===== config.mk =====
export PLATFORM = sky130hd
export DESIGN_NAME = poly_tone_sequencer
export DESIGN_NICKNAME = d
export VERILOG_FILES = /design/src/rtl/tone_seq_pkg.sv /design/src/rtl/tone_voice.sv /design/src/rtl/poly_tone_sequencer.sv
export SDC_FILE = /design/constraint.sdc
export NUM_CORES = 2
export LEC_CHECK = 0
export CAP_MARGIN = 30
export CORE_MARGIN = 2
export CORE_UTILIZATION = 45
export DETAILED_ROUTE_END_ITERATION = 6
export GPL_TIMING_DRIVEN = 1
export PLACE_DENSITY = 0.59
export SLEW_MARGIN = 20
export SYNTH_ARGS = -nofsm -noshare
export SYNTH_HDL_FRONTEND = slang
export SYNTH_SLANG_ARGS = --single-unit

===== constraint.sdc =====
create_clock -name clk -period 4.4 [get_ports clk]
set_clock_uncertainty 0.1 [all_clocks]
set_input_delay 0.88 -clock clk [delete_from_list [all_inputs] [get_ports clk]]
set_output_delay 0.88 -clock clk [all_outputs]
set_load 0.02 [all_outputs]

===== src/rtl/tone_seq_pkg.sv =====
// Shared definitions for the poly tone sequencer: voice FSM encodings, note-entry layout, 7-seg.
// Optional build macro: NOTE_GAP_EN (adds a one-ms silent gap after every note).
package tone_seq_pkg;

    localparam logic [2:0] StIdle = 3'd0;
    localparam logic [2:0] StLoad = 3'd1;
    localparam logic [2:0] StPlay = 3'd2;
    localparam logic [2:0] StGap  = 3'd3;
    localparam logic [2:0] StFin  = 3'd4;

    // Entry layout is {half_period, dur_ms}; duration sits in the low bits.
    localparam int unsigned DurLsb = 0;

    // Segment order gfedcba, high = lit.
    function automatic logic [6:0] seg7(input logic [3:0] val);
        logic [6:0] s;
        case (val)
            4'h0: s = 7'h3F;
            4'h1: s = 7'h06;
            4'h2: s = 7'h5B;
            4'h3: s = 7'h4F;
            4'h4: s = 7'h66;
            4'h5: s = 7'h6D;
            4'h6: s = 7'h7D;
            4'h7: s = 7'h07;
            4'h8: s = 7'h7F;
            4'h9: s = 7'h6F;
            4'hA: s = 7'h77;
            4'hB: s = 7'h7C;
            4'hC: s = 7'h39;
            4'hD: s = 7'h5E;
            4'hE: s = 7'h79;
            default: s = 7'h71;
        endcase
        return s;
    endfunction

endpackage


===== src/rtl/tone_voice.sv =====
// One square-wave voice: note table, sequencing FSM, half-period and duration counters.
// NOTE_GAP_EN defined: a one-ms silent GAP state follows every note before the next LOAD.
module tone_voice
    import tone_seq_pkg::*;
#(
    parameter int unsigned NOTE_DEPTH = 32,
    parameter int unsigned DIV_W      = 16,
    parameter int unsigned DUR_W      = 8,
    parameter int unsigned AW         = $clog2(NOTE_DEPTH)
) (
    input  logic                   clk,
    input  logic                   rst_n,
    input  logic                   ms_tick,
    input  logic                   go,
    input  logic                   stop,
    input  logic                   loop_en,
    input  logic                   all_fin,
    input  logic                   wr_en,
    input  logic [AW-1:0]          wr_addr,
    input  logic [DIV_W+DUR_W-1:0] wr_data,
    output logic                   sound,
    output logic                   active,
    output logic                   fin,
    output logic [3:0]             idx_nib
);

    localparam int unsigned EW = DIV_W + DUR_W;
    localparam logic [AW-1:0] LastIdx = AW'(NOTE_DEPTH - 1);
`ifdef NOTE_GAP_EN
    localparam logic [2:0] AfterNote = StGap;
`else
    localparam logic [2:0] AfterNote = StLoad;
`endif

    logic [EW-1:0]    table_q [NOTE_DEPTH];
    logic [2:0]       state_q, state_d;
    logic [AW-1:0]    idx_q, idx_d;
    logic [DIV_W-1:0] hp_q, hp_d;
    logic [DIV_W-1:0] hp_cnt_q, hp_cnt_d;
    logic [DUR_W-1:0] dur_q, dur_d;
    logic             snd_q, snd_d;
    logic [EW-1:0]    entry;
    logic [DIV_W-1:0] entry_hp;
    logic [DUR_W-1:0] entry_dur;
    logic             note_end;

    // Table is deliberately not reset so songs survive a reset.
    always_ff @(posedge clk) begin
        if (wr_en) begin
            table_q[wr_addr] <= wr_data;
        end
    end

    assign entry     = table_q[idx_q];
    assign entry_dur = entry[DurLsb +: DUR_W];
    assign entry_hp  = entry[EW-1:DUR_W];

    always_comb begin
        state_d  = state_q;
        idx_d    = idx_q;
        hp_d     = hp_q;
        hp_cnt_d = hp_cnt_q;
        dur_d    = dur_q;
        snd_d    = snd_q;
        note_end = 1'b0;
        if (stop) begin
            state_d = StIdle;
            snd_d   = 1'b0;
        end else begin
            case (state_q)
                StIdle: begin
                    if (go) begin
                        state_d = StLoad;
                        idx_d   = '0;
                    end
                end
                StLoad: begin
                    if (entry_dur == '0) begin
                        if (loop_en) begin
                            idx_d = '0;
                        end else begin
                            state_d = StFin;
                        end
                    end else begin
                        state_d  = StPlay;
                        hp_d     = entry_hp;
                        dur_d    = entry_dur;
                        hp_cnt_d = '0;
                        snd_d    = 1'b0;
                    end
                end
                StPlay: begin
                    if (hp_q != '0) begin
                        if (hp_cnt_q == hp_q - 1'b1) begin
                            hp_cnt_d = '0;
                            snd_d    = ~snd_q;
                        end else begin
                            hp_cnt_d = hp_cnt_q + 1'b1;
                        end
                    end
                    if (ms_tick) begin
                        dur_d    = dur_q - 1'b1;
                        note_end = (dur_q == DUR_W'(1));
                    end
                    if (note_end) begin
                        snd_d = 1'b0;
                        // The last table slot behaves like an end marker after it plays.
                        if (idx_q == LastIdx) begin
                            if (loop_en) begin
                                idx_d   = '0;
                                state_d = AfterNote;
                            end else begin
                                state_d = StFin;
                            end
                        end else begin
                            idx_d   = idx_q + 1'b1;
                            state_d = AfterNote;
                        end
                    end
                end
`ifdef NOTE_GAP_EN
                StGap: begin
                    if (ms_tick) begin
                        state_d = StLoad;
                    end
                end
`endif
                StFin: begin
                    if (all_fin) begin
                        state_d = StIdle;
                    end
                end
                default: begin
                    state_d = StIdle;
                end
            endcase
        end
    end

    always_ff @(posedge clk or negedge rst_n) begin
        if (!rst_n) begin
            state_q  <= StIdle;
            idx_q    <= '0;
            hp_q     <= '0;
            hp_cnt_q <= '0;
            dur_q    <= '0;
            snd_q    <= 1'b0;
        end else begin
            state_q  <= state_d;
            idx_q    <= idx_d;
            hp_q     <= hp_d;
            hp_cnt_q <= hp_cnt_d;
            dur_q    <= dur_d;
            snd_q    <= snd_d;
        end
    end

    assign sound   = snd_q;
    assign active  = (state_q != StIdle);
    assign fin     = (state_q == StFin);
    assign idx_nib = 4'(idx_q);

endmodule


===== src/rtl/poly_tone_sequencer.sv =====
// Multi-voice tone sequencer top: ms tick generator, table write decode, busy/done, led, mix.
// Optional build macro: NOTE_GAP_EN (forwarded to every tone_voice).
module poly_tone_sequencer
    import tone_seq_pkg::*;
#(
    parameter int unsigned NUM_VOICES = 2,
    parameter int unsigned NOTE_DEPTH = 32,
    parameter int unsigned DIV_W      = 16,
    parameter int unsigned DUR_W      = 8,
    parameter int unsigned AW         = $clog2(NOTE_DEPTH),
    parameter int unsigned VW         = (NUM_VOICES > 1) ? $clog2(NUM_VOICES) : 1
) (
    input  logic                   clk,
    input  logic                   rst_n,
    input  logic [15:0]            ticks_per_milli,
    input  logic                   start,
    input  logic                   stop,
    input  logic                   loop_en,
    input  logic                   wr_en,
    input  logic [VW-1:0]          wr_voice,
    input  logic [AW-1:0]          wr_addr,
    input  logic [DIV_W+DUR_W-1:0] wr_data,
    output logic                   wr_ready,
    output logic [NUM_VOICES-1:0]  sound,
    output logic                   mix,
    output logic [7:0]             led,
    output logic                   busy,
    output logic                   done
);

    logic [15:0]           cnt_q, cnt_d, tick_max;
    logic                  ms_tick;
    logic [NUM_VOICES-1:0] active, fin;
    logic [3:0]            nib [NUM_VOICES];
    logic                  all_fin, go, done_q;

    // >= compare means lowering ticks_per_milli below the count ticks at once instead of wrapping.
    always_comb begin
        tick_max = (ticks_per_milli == 16'd0) ? 16'd0 : ticks_per_milli - 16'd1;
        ms_tick  = (cnt_q >= tick_max);
        cnt_d    = ms_tick ? 16'd0 : cnt_q + 16'd1;
    end

    assign busy    = |active;
    assign all_fin = &fin;
    assign go      = start & ~stop & ~busy;

    for (genvar v = 0; v < NUM_VOICES; v++) begin : g_voice
        tone_voice #(
            .NOTE_DEPTH (NOTE_DEPTH),
            .DIV_W      (DIV_W),
            .DUR_W      (DUR_W),
            .AW         (AW)
        ) u_voice (
            .clk     (clk),
            .rst_n   (rst_n),
            .ms_tick (ms_tick),
            .go      (go),
            .stop    (stop),
            .loop_en (loop_en),
            .all_fin (all_fin),
            .wr_en   (wr_en & ~busy & (wr_voice == VW'(v))),
            .wr_addr (wr_addr),
            .wr_data (wr_data),
            .sound   (sound[v]),
            .active  (active[v]),
            .fin     (fin[v]),
            .idx_nib (nib[v])
        );
    end

    always_ff @(posedge clk or negedge rst_n) begin
        if (!rst_n) begin
            cnt_q  <= 16'd0;
            done_q <= 1'b0;
        end else begin
            cnt_q  <= cnt_d;
            done_q <= all_fin & ~stop;
        end
    end

    assign done     = done_q;
    assign wr_ready = ~busy;
    assign mix      = |sound;
    assign led      = busy ? {1'b1, seg7(nib[0])} : 8'h00;

endmodule


# Yosys cells after proc, flatten, opt, wreduce, memory -nomap -nowiden
# Memory sizes are Yosys's and may differ from the RTL's.
# Index checks and enable logic that the tools add are counted.
# W data, S select, Z words.
[classes] add_sub_neg=10 order_cmp=1 eq_ne=38 muxes=64 n_bitwise=13 n_reduce_logical=30
[ops] op="$mux W16" n=8
[ops] op="$pmux W16 S2" n=2
[ops] op="$add A16 B1 Y16 const B" n=3
[ops] op="$sub A16 B1 Y16 const B" n=3
[ops] op="$mux W5" n=9
[ops] op="$mux W8" n=5
[ops] op="$mux W3" n=12
[ops] op="$eq A16 B16 Y1" n=2
[ops] op="$pmux W8 S2" n=2
[ops] op="$reduce_and A4 Y1" n=8
[ops] op="$reduce_bool A16 Y1" n=2
[ops] op="$pmux W5 S3" n=2
[ops] op="$pmux W3 S4" n=2
[ops] op="$mux W1" n=20
[ops] op="$reduce_bool A3 Y1" n=6
[ops] op="$eq A8 B1 Y1 const B" n=2
[ops] op="$ge A16 B16 Y1" n=1
[ops] op="$logic_not A16 Y1" n=1
[ops] op="$logic_not A8 Y1" n=2
[ops] op="$ne A2 B1 Y1 const B" n=8
[ops] op="$ne A4 B2 Y1 const B" n=4
[ops] op="$sub A8 B1 Y8 const B" n=2
[ops] op="$ne A3 B3 Y1 const B" n=5
[ops] op="$add A5 B1 Y5 const B" n=2
[ops] op="16 further kinds" n=43
[word_totals] register_bits=115 ram_bits=1536 rom_bits=112 inputBits=52 n_memories=3
[memory_table] name="g_voice[0].u_voice.table_q" words=32 width=24 read_ports=1 rd_ports_with_merged_regs=0 wr=1 line_no="tone_voice.sv:35" rtl="logic [EW-1:0] table_q [NOTE_DEPTH];"
[memory_table] name="g_voice[1].u_voice.table_q" words=32 width=24 read_ports=1 rd_ports_with_merged_regs=0 wr=1 line_no="tone_voice.sv:35"
[memory_table] name="(no name shown)" words=16 width=7 read_ports=1 rd_ports_with_merged_regs=0 wr=0 line_no="tone_seq_pkg.sv:17" rtl="case (val)"

# Depth between registers and ports, before layout
[logic_depth] ltp_word=9 ltp_mapped=19

# By module
# Synthesis repeated with hierarchy kept, for this count alone.
[hier_totals] cells_unflattened=3457 area_unflattened_um2=67313.3
[by_module_without_submodules] module="tone_voice at g_voice[1].u_voice" instances=1 cells_each=1680 area_per_inst_um2=33088.0
[by_module_without_submodules] module="tone_voice at g_voice[0].u_voice" instances=1 cells_each=1558 area_per_inst_um2=32369.8
[by_module_without_submodules] module="poly_tone_sequencer" instances=1 cells_each=219 area_per_inst_um2=1855.5

# Worst setup path after synthesis
# OpenSTA, ideal clock, no wires.
[synth_path] path_type="input-to-reg" start="input ticks_per_milli[5]" end="register g_voice[0].u_voice.idx_q[4]" t_arrival_ns=4.328 path_slack_ns=-0.128 stages=19 n_path_buf=2 path_cell_list="nor4_1 > nand2b_1 > nor3_1 > nor3b_1 > nand2b_1 > nor4_1 > xor2_1 > nand2_1 > ha_1 > a21o_1 > a21o_1 > a21oi_1 > o21ai_0 > or2_2 > clkbuf_1 > clkbuf_1 > a31oi_1 > nor2_1 > o32ai_1"
[synth_between] elab_chain_len=8
[synth_lines] element="start: declaration" line_no="poly_tone_sequencer.sv:15" rtl="input logic [15:0] ticks_per_milli,"
[synth_lines] element="$sub A16 B1 Y16 / $logic_not A16 Y1 (equally long branches)" line_no="poly_tone_sequencer.sv:39" rtl="tick_max = (ticks_per_milli == 16'd0) ? 16'd0 : ticks_per_milli - 16'd1;"
[synth_lines] element="$mux W16 *" line_no="poly_tone_sequencer.sv:39"
[synth_lines] element="$ge A16 B16 Y1 *" line_no="poly_tone_sequencer.sv:40" rtl="ms_tick = (cnt_q >= tick_max);"
[synth_lines] element="$mux W1 *" line_no="tone_voice.sv:101" rtl="if (ms_tick) begin"
[synth_lines] element="$mux W1 *" line_no="tone_voice.sv:70" rtl="case (state_q)"
[synth_lines] element="$mux W1 *" line_no="tone_voice.sv:66" rtl="if (stop) begin"
[synth_lines] element="$ne A2 B1 Y1 (no source line) *"
[synth_lines] element="$reduce_and A5 Y1 (no source line) *"
[synth_lines] element="end signal: assignment" line_no="tone_voice.sv:150" rtl="idx_q <= idx_d;"
[synth_lines] element="end: declaration" line_no="tone_voice.sv:37" rtl="logic [AW-1:0] idx_q, idx_d;"
# Every way passes the cells marked *; elsewhere a longest branch is shown, timed or not. The select of a mux whose other input is x is not followed.
# A chain may end at the register's enable or synchronous reset.

# Final worst setup path
[layout_path] start="register g_voice[0].u_voice.idx_q[3]" end="output led[4]"
[layout_between] elab_chain_len=2
[layout_lines] element="$mem_v2 Z16 W7"
[layout_lines] element="$mux W8" line_no="poly_tone_sequencer.sv:85" rtl="assign led = busy ? {1'b1, seg7(nib[0])} : 8'h00;"
[layout_lines] element="end: declaration" line_no="poly_tone_sequencer.sv:26" rtl="output logic [7:0] led,"
# No other way between the ends.

==> run metrics <==
share of layout cells above drive strength 1 0.273; clk buf depth 3; final net count 3823; top_reg_cell synth edfxtp_1; fin. max-slew vios 0; synth warn 0; Seq/Total Area, Yosys 0.733; CP max stage delay approximately 0.7 ns; # setup viols final 0; Worst-Margin Slew about 0.95 ns; slew margin rel. 0.364; DRC Markers 0; CP required 3.42 ns; WL/cell approximately 29 µm; Yosys reg bits roughly 1700; Syn Area/Cell just under 20 µm²; CP Capture Type primary output; Detailed Routing Iterations Pass 1 5; initial cell density of the core 0.453; EDFF count, synth between 1500 and 2000; status finished clean; overall power 35.2 mW; crit path to led[4]; hold_ws 0.413 ns; pwr/cell area approximately 460 nW/µm²; CTS tree yes; Die Y about 390 µm; largest net degree at the start of global routing 78; Synth Instances 3436; CP startpoint g_voice[0].u_voice.idx_q[3]; synthesized cell area ~67000 µm²; Clock transition at path regs around 0.060 ns; setup tns final 0 ns; VDD IR max 386 µV; Core ar. between 100000 and 150000 µm²; FF-to-FF path depth 10; Ports 66; worst flop-to-flop path endpoint g_voice[0].u_voice.hp_q[7]; gpl congestion 0.805; MaxCap Viol Count 0; GRT overflow 0; drt initial violations around 3600; clock sink count ~1700; Die ar. ~150000 µm²; GRT Total Usage 0.222; fillers ~12000; die span in x 389 µm; FMAX around 0.23 GHz; via count ~35000; Tmin final 4.29 ns; global-route wire length before repair between 200000 and 250000 µm; Syn Nets between 3000 and 4000; Hold Vio Cnt, Final 0; asr flop ratio synth 0.0697; final wirelength between 150000 and 200000 µm; count of different cell masters after synthesis roughly 80; area grow syn2layout 15.2%; Core Rows approximately 140; crit path max-delay cell type dfrtp_4; Reg area about 49000 µm²; flop-to-flop setup slack between 0.4 and 0.5 ns; vias in the first global route 34273; CP cell instances buf_12 -> nor2b_1 -> buf_4 -> a211oi_1 -> clkdlybuf4s50_1; DP HPWL 97700 µm; critical-path maximum fanout 24; buffers added on ports 65; initial antenna violation count 11; vias per inst roughly 6.0; final critical-path share of the clock period 0.976; Hold Crit Class primary input to flop; worst r2r src g_voice[0].u_voice.idx_q[3]; Routed Antenna Nets 0; LEAKAGE 24.2 nW; CP Data Arrival Time roughly 3.3 ns; Num CTS Buffers approximately 170; Worst Setup Path Type flop to primary output; multi-input logic area approximately 17000 µm²; root buffer cell clkbuf_16; CTS HTree Levels 4; crit start category flop; worst-skew pair later-pin latency approximately 0.79 ns
## state kept, by name, summed over array words and instances (netlist names)
name / flops
g_voice.u_voice.dur_q: 16
g_voice.u_voice.idx_q: 10
g_voice.u_voice.table_q: 1536
cnt_q: 16
g_voice.u_voice.sound: 2
done: 1
g_voice.u_voice.hp_q: 32
g_voice.u_voice.state_q: 6
g_voice.u_voice.hp_cnt_q: 32
## cell usage in the layout (no fill, tap or decap), drive strengths merged, types with 15 or more instances in the layout
cell,count
edfxtp,1536
mux4,423
buf,273
clkbuf,218
nor2,216
nand2,151
dfrtp,115
mux2i,95
clkinv,65
a21oi,62
nand3,48
inv,42
ha,37
clkdlybuf4s50,37
xor2,35
xnor2,34
o21ai,33
nor3,30
a31oi,30
and3,28
o22ai,24
or3,23
nor4,23
mux2,22
a221o,18
nand4,17
nor3b,15
## cell usage after synthesis, drive strengths merged (9+ instances only)
library cell | number | share of area
nand3 | 48 | 0.0036
a221o | 18 | 0.0027
clkbuf | 83 | 0.0047
a31oi | 30 | 0.0028
and2 | 10 | 0.00094
edfxtp | 1536 | 0.69
a221oi | 9 | 0.0012
o211ai | 10 | 0.0011
a21o | 13 | 0.0015
nor4 | 23 | 0.0022
nor3 | 30 | 0.0022
o22ai | 24 | 0.0022
mux2i | 95 | 0.014
mux2 | 22 | 0.0037
buf | 100 | 0.0076
nand2 | 151 | 0.0085
nor2b | 13 | 0.0012
mux4 | 423 | 0.14
and3 | 28 | 0.0026
nand3b | 14 | 0.0016
ha | 37 | 0.0069
dfrtp | 115 | 0.043
nand4 | 17 | 0.0016
nor3b | 15 | 0.0018
xnor2 | 34 | 0.0045
or3 | 23 | 0.0022
inv | 32 | 0.0018
o21ai | 33 | 0.0025
nor2 | 216 | 0.012
nand2b | 14 | 0.0013
xor2 | 35 | 0.0046
a21oi | 62 | 0.0048
## worst max-delay path, delay by kind of cell, from the launching register on
family | cells | cell delay, ns
buffers and inverters | 3 | 1.07
DFF | 1 | 0.72
and+or+nand+nor | 1 | 0.63
AOI/OAI and AO/OA | 1 | 0.07
## worst min-delay path by stage
stage	start	to	cells after the start
finish	wr_data[9]	g_voice[1].u_voice.table_q[21][9]	1
global route	wr_data[9]	g_voice[1].u_voice.table_q[4][9]	1
CTS	cnt_q[0]	cnt_q[0]	1
detailed placement	cnt_q[0]	cnt_q[0]	1
global placement	cnt_q[0]	cnt_q[0]	1
floorplan	cnt_q[0]	cnt_q[0]	1
## per-stage QoR
stage               setup slack (ns)  area (µm²)  utilization  instances
global placement              -0.749       71700        0.485       5479
detailed placement            -0.818       71800        0.486       5485
finish                         0.106       77000        0.521       5801
floorplan                     0.0561       66900            -       3436
global route               -0.000326       77000        0.521       5797
CTS                           0.0138       76800        0.520       5786
## layer usage
metal	part of all wire	GRT usage	up-vias	routed length [µm]
met4	0.016	0.0485	6	2770
li1	-	-	14741	-
met3	0.085	0.0515	220	14200
met5	0.00018	0	-	31
met2	0.46	0.339	1256	77600
met1	0.44	0.329	18341	73400
## area by class of cell
type	count	area share
sequential	1651	0.637
multi-input combinational	1570	0.227
clock buffer	218	0.0577
timing repair buffer	314	0.0387
tap	1930	0.0314
clock inverter	81	0.00673
inverter	32	0.00156
antenna	5	0.000163
## cells by family after synthesis
kind of cell             synth area share
buffers and inverters              0.0141
multiplexers                        0.160
XOR/XNOR                          0.00904
AO/OA/AOI/OAI                      0.0306
flip-flops                          0.733
AND/OR/NAND/NOR                    0.0461
adder cells (fa/ha/maj)           0.00692
## what timing repair did
item / in CTS / in global routing
pin swaps: 0 / 7
endpoints found under the hold margin: 45 / 0
endpoints found under the setup margin: 2 / 50
setup buffers: 1 / 5
resized for setup: 1 / 12
hold buffers: 1 / 0
gates cloned: 0 / 0
## power by group
part	internal, mW	switching (mW)	total (mW)	leakage, nW
Sequential	17.5	0.604	18.1	15.3
Clock	7.23	5.83	13.1	2.43
Combinational	1.83	2.14	3.96	6.50
Note: power is estimated with default switching activity, not from simulation.
